### src/rtl/id_ex_pipe_stage.sv
// rtl/id_ex_pipe_stage.sv - ID/EX pipeline register with valid/ready handshake, flush bubble and stall counter
// Optional 1-entry skid buffer (registered id_ready) when ID_EX_SKID_EN is defined.
module id_ex_pipe_stage #(
    parameter int DATA_W      = 32,
    parameter int REG_AW      = 5,
    parameter int WB_W        = 2,
    parameter int M_W         = 3,
    parameter int ALU_OP_W    = 2,
    parameter int STALL_CNT_W = 16
) (
    input  logic                   clk,
    input  logic                   startin,
    input  logic                   flush,
    input  logic                   id_valid,
    output logic                   id_ready,
    input  logic [WB_W-1:0]        id_wb,
    input  logic [M_W-1:0]         id_m,
    input  logic [ALU_OP_W+1:0]    id_ex,
    input  logic [DATA_W-1:0]      id_pc_plus_4,
    input  logic [DATA_W-1:0]      id_reg_data1,
    input  logic [DATA_W-1:0]      id_reg_data2,
    input  logic [DATA_W-1:0]      id_sign_ext_imm,
    input  logic [REG_AW-1:0]      id_rs,
    input  logic [REG_AW-1:0]      id_rt,
    input  logic [REG_AW-1:0]      id_rd,
    output logic                   ex_valid,
    input  logic                   ex_ready,
    output logic [WB_W-1:0]        ex_wb,
    output logic [M_W-1:0]         ex_m,
    output logic                   ex_reg_dst,
    output logic [ALU_OP_W-1:0]    ex_alu_op,
    output logic                   ex_alu_src,
    output logic [DATA_W-1:0]      ex_pc_plus_4,
    output logic [DATA_W-1:0]      ex_reg_data1,
    output logic [DATA_W-1:0]      ex_reg_data2,
    output logic [DATA_W-1:0]      ex_sign_ext_imm,
    output logic [REG_AW-1:0]      ex_rs,
    output logic [REG_AW-1:0]      ex_rt,
    output logic [REG_AW-1:0]      ex_rd,
    output logic [STALL_CNT_W-1:0] stall_cnt
);
    localparam int EX_W  = ALU_OP_W + 2;
    localparam int ENT_W = WB_W + M_W + EX_W + 4 * DATA_W + 3 * REG_AW;
    localparam logic [STALL_CNT_W-1:0] STALL_ONE = {{(STALL_CNT_W-1){1'b0}}, 1'b1};

    logic [ENT_W-1:0] in_ent;
    logic [ENT_W-1:0] out_ent;
    logic             advance;
    logic             accept;

    // The EX group packs as {alu_src, alu_op, reg_dst}, so it unpacks positionally.
    assign in_ent = {id_wb, id_m, id_ex, id_pc_plus_4, id_reg_data1, id_reg_data2,
                     id_sign_ext_imm, id_rs, id_rt, id_rd};
    assign {ex_wb, ex_m, ex_alu_src, ex_alu_op, ex_reg_dst, ex_pc_plus_4, ex_reg_data1,
            ex_reg_data2, ex_sign_ext_imm, ex_rs, ex_rt, ex_rd} = out_ent;

    assign advance = !ex_valid || ex_ready;
    assign accept  = id_valid && id_ready;

`ifdef ID_EX_SKID_EN
    logic             skid_valid;
    logic [ENT_W-1:0] skid_ent;

    assign id_ready = !skid_valid;

    always_ff @(posedge clk or negedge startin) begin
        if (!startin) begin
            ex_valid   <= 1'b0;
            out_ent    <= '0;
            skid_valid <= 1'b0;
            skid_ent   <= '0;
        end else if (flush) begin
            ex_valid   <= 1'b0;
            out_ent    <= '0;
            skid_valid <= 1'b0;
        end else if (advance) begin
            // A full skid blocks accept, so it drains first and order is kept.
            if (skid_valid) begin
                out_ent    <= skid_ent;
                ex_valid   <= 1'b1;
                skid_valid <= 1'b0;
            end else begin
                out_ent  <= accept ? in_ent : '0;
                ex_valid <= accept;
            end
        end else if (accept) begin
            skid_ent   <= in_ent;
            skid_valid <= 1'b1;
        end
    end
`else
    assign id_ready = advance;

    always_ff @(posedge clk or negedge startin) begin
        if (!startin) begin
            ex_valid <= 1'b0;
            out_ent  <= '0;
        end else if (flush) begin
            ex_valid <= 1'b0;
            out_ent  <= '0;
        end else if (advance) begin
            // Bubbles are stored as all-zero so ex_* read 0 whenever ex_valid is low.
            out_ent  <= accept ? in_ent : '0;
            ex_valid <= accept;
        end
    end
`endif

    always_ff @(posedge clk or negedge startin) begin
        if (!startin) begin
            stall_cnt <= '0;
        end else if (ex_valid && !ex_ready && (stall_cnt != '1)) begin
            stall_cnt <= stall_cnt + STALL_ONE;
        end
    end
endmodule

### config.mk
export PLATFORM = sky130hd
export DESIGN_NAME = id_ex_pipe_stage
export DESIGN_NICKNAME = d
export VERILOG_FILES = /design/src/rtl/id_ex_pipe_stage.sv
export SDC_FILE = /design/constraint.sdc
export NUM_CORES = 1
export LEC_CHECK = 0
export ABC_AREA = 1
export CAP_MARGIN = 10
export CORE_AREA = 3 3 151 124
export DETAILED_ROUTE_END_ITERATION = 6
export DIE_AREA = 0 0 154 127
export GPL_ROUTABILITY_DRIVEN = 0
export PLACE_DENSITY = 0.78
export SLEW_MARGIN = 20
export SYNTH_ARGS = -nofsm -noshare
export SYNTH_HDL_FRONTEND = slang
export SYNTH_SLANG_ARGS = --single-unit
### constraint.sdc
create_clock -name clk -period 1.6 [get_ports clk]
set_input_delay 0.4 -clock clk [delete_from_list [all_inputs] [get_ports clk]]
set_output_delay 0.4 -clock clk [all_outputs]
set_load 0.01 [all_outputs]
==> results.cfg <==
[status]
status = finished clean

[synthesis]
synthesis.nets = 961
synth_ff_type = dfrtp_1
postSynth.asyncResetShare_pct = 100.0
synthCells = 803
yosys-top-cells-area = dfrtp_1, nand3_1, inv_1, o21ai_0, o21ai_1
yosysSeqAreaShare_pct = 58.40
synth_cell_types = 22
synth_top_area_share_pct = 58.40
syn_area_per_cell_um2 = 9.019
synth_top_cell_by_area = dfrtp_1
netlist_area_mm2 = 0.007242
synth_seq_cells = 169
ys_warn_count = 0
synth_edf_count = 0

[setup_path]
required_ps = 1200
crit_type = reg2out
cp_slowest_cell = dfrtp_2
cp.arrival_ps = 1150
path_buf_inv = 1
endpoint_kind = output pin
crit_chain = dlygate4sd2_1
start_kind = flip-flop
cpPeakStageDelay_ps = 440
cp_max_fo = 5
cp_top_family = flip-flops

[cells_and_area]
drive_gt1_share_pct = 9.075
instances_no_fill = 1384
post-route-util_pct = 66.38
syn2layout_area_growth_pct = 58.29
final_cell_mix = dlygate4sd2_1, dfrtp_1, inv_1
fin_nets = 1302
final_common_cell = dlygate4sd2_1

[place]
dp_hpwl_um = 15830
dp_cells = 1332
io_buffers = 326
pre_cts_ws_ps = -322.6

[clock_tree]
cts_tree = done
htree_levels = 4
cts_buffers = 17
clock_sinks = 169
cts_buffer_depth = 2
cts_root_buf = clkbuf_16
worstSkewPairLatency_ps = 420
cts.clk_slew.worst_paths_ps = 70

[timing]
period_minus_slack_ps = 1555
fin_crit_sh_pct = 97.18
hold_violations = 0
relSlewSlack_pct = 71.21
setup_slack_ps = 45.20
fin_skew_ps = 10.70
drv_slew = 0
rsz0062_at_grt = no
setup_tns_ps = 0
setup_viol = 0
worst_pin_slew_ps = 431.9
clock.fmax_ghz = 0.6432

[global_routing]
grt_use_total_pct = 22.70
grt_pass1_vias = 6484
grt_first_pass_wirelength_um = 35600
grt_antenna_before_repair = 2
gr-total-overflow = 0
grt_start_max_net_pins = 67

[power_and_ir_drop]
p_int_mw = 7.812
combPwrFrac_pct = 17.5
p_leak_nw = 6.097
switchingPower_mw = 2.894
peakVddDrop_uv = 598.7
pwr-share-clk_pct = 38.9
pwr-share-seq_pct = 43.6
fin_total_pwr_mw = 10.71
p_sw_share_pct = 27.03
powerDensity_mw_per_mm2 = 933.9

[detailed_routing]
vias = 6773
drt-initial-drc-count = 428
drt-pass1-iter-count = 5
ant_nets = 0
drc_errors = 0
routed_via_density = 4.894
wl_per_cell_um = 16.42
finalWirelength_um = 22720

[floorplan]
core_mm2 = 0.01727
start_util_pct = 41.93
rows = 43
die_w_um = 154
die_area_mm2 = 0.01956
ioPinCount = 327
die_h_um = 127

[flow_run]
cap_violations = 0

[hold_path]
hp-class = in2async
[final timing paths]
kind                                        endpoint  slack [ps]                      from  depth (start not counted)
min reg2reg                 out_ent[133]$_DFFE_PN0P_         510  out_ent[133]$_DFFE_PN0P_                          2
min in group clk                ex_valid$_DFFE_PN0P_         460                  ex_ready                          5
min                         stall_cnt[3]$_DFFE_PN0P_         460                   startin                          2
max reg2reg                stall_cnt[10]$_DFFE_PN0P_         120  stall_cnt[1]$_DFFE_PN0P_                          8
max                                     stall_cnt[6]          50  stall_cnt[6]$_DFFE_PN0P_                          1
max in group asynchronous    out_ent[75]$_DFFE_PN0P_         580                   startin                          3
[timing repair]
action | in CTS | in global routing
pin swaps | 0 | 1
endpoints found under the setup margin | 170 | 19
setup buffers | 9 | 8
hold buffers | 1 | 0
endpoints found under the hold margin | 33 | 0
gates resized for setup | 172 | 11
[routing by layer]
metal | wire [µm] | up-vias | global-route usage (%)
met2 | 11270 | 294 | 37.09
met5 | 0 | - | 0
met4 | 495 | 0 | 7.996
li1 | - | 3249 | -
met1 | 8886 | 3198 | 28.28
met3 | 2075 | 32 | 7.823
[per-stage QoR]
stage | hold WS [ps] | area [µm²]
after floorplan | 104.4 | 7242
after global placement | 355.9 | 10920
after detailed placement | 359.0 | 10920
after CTS | 471.7 | 11370
after global routing | 457.2 | 11460
final | 456.7 | 11460
[power by group through the flow]
stage / clock, mW / sequential [mW] / combinational, mW
global placement: 0 / 4.78 / 1.86
floorplan: 0 / 4.89 / 0.541
global route: 4.43 / 4.69 / 2.05
CTS: 4.25 / 4.68 / 1.80
finish: 4.16 / 4.66 / 1.88
detailed placement: 0 / 4.79 / 1.89
[Yosys cell counts (3+ instances only)]
master	count
dfrtp_1	169
nor2_2	3
nand4_1	4
clkbuf_1	21
buf_2	18
nor2_1	15
o21ai_1	73
o21ai_0	86
nand2_2	3
xnor2_1	5
nand3_1	159
buf_6	10
nor2_4	3
nand2_1	57
inv_1	164
o21ai_2	5
inv_2	3
[final cells by class]
type,count,area [µm²]
sequential,169,4233
tap,225,281.5
clock inverter,14,162.7
clock buffer,18,429.2
timing repair buffer,372,3610
fill,1446,5807
multi-input combinational,417,2113
antenna,2,5.005
inverter,167,629.4
[flip-flops by register name, summed over array words and instances (netlist names)]
register and count:
ex_valid 1, stall_cnt 16, out_ent 152
[worst register-to-register path: cells and delay by family (launching register included)]
| kind | cells | cell delay, ps |
|---|---|---|
| simple gates | 6 | 610 |
| flops | 1 | 400 |
| compound gates | 1 | 130 |
| fa+ha+maj | 1 | 230 |
[cell families after synthesis]
| kind of cell | synth area share, % |
|---|---|
| XOR/XNOR | 0.7256 |
| buffers and inverters | 12.60 |
| adder cells (fa/ha/maj) | 0.1727 |
| flip-flops | 58.40 |
| AO/OA/AOI/OAI | 11.82 |
| AND/OR/NAND/NOR | 16.29 |
No activity file was read; power rests on OpenSTA's default activity.
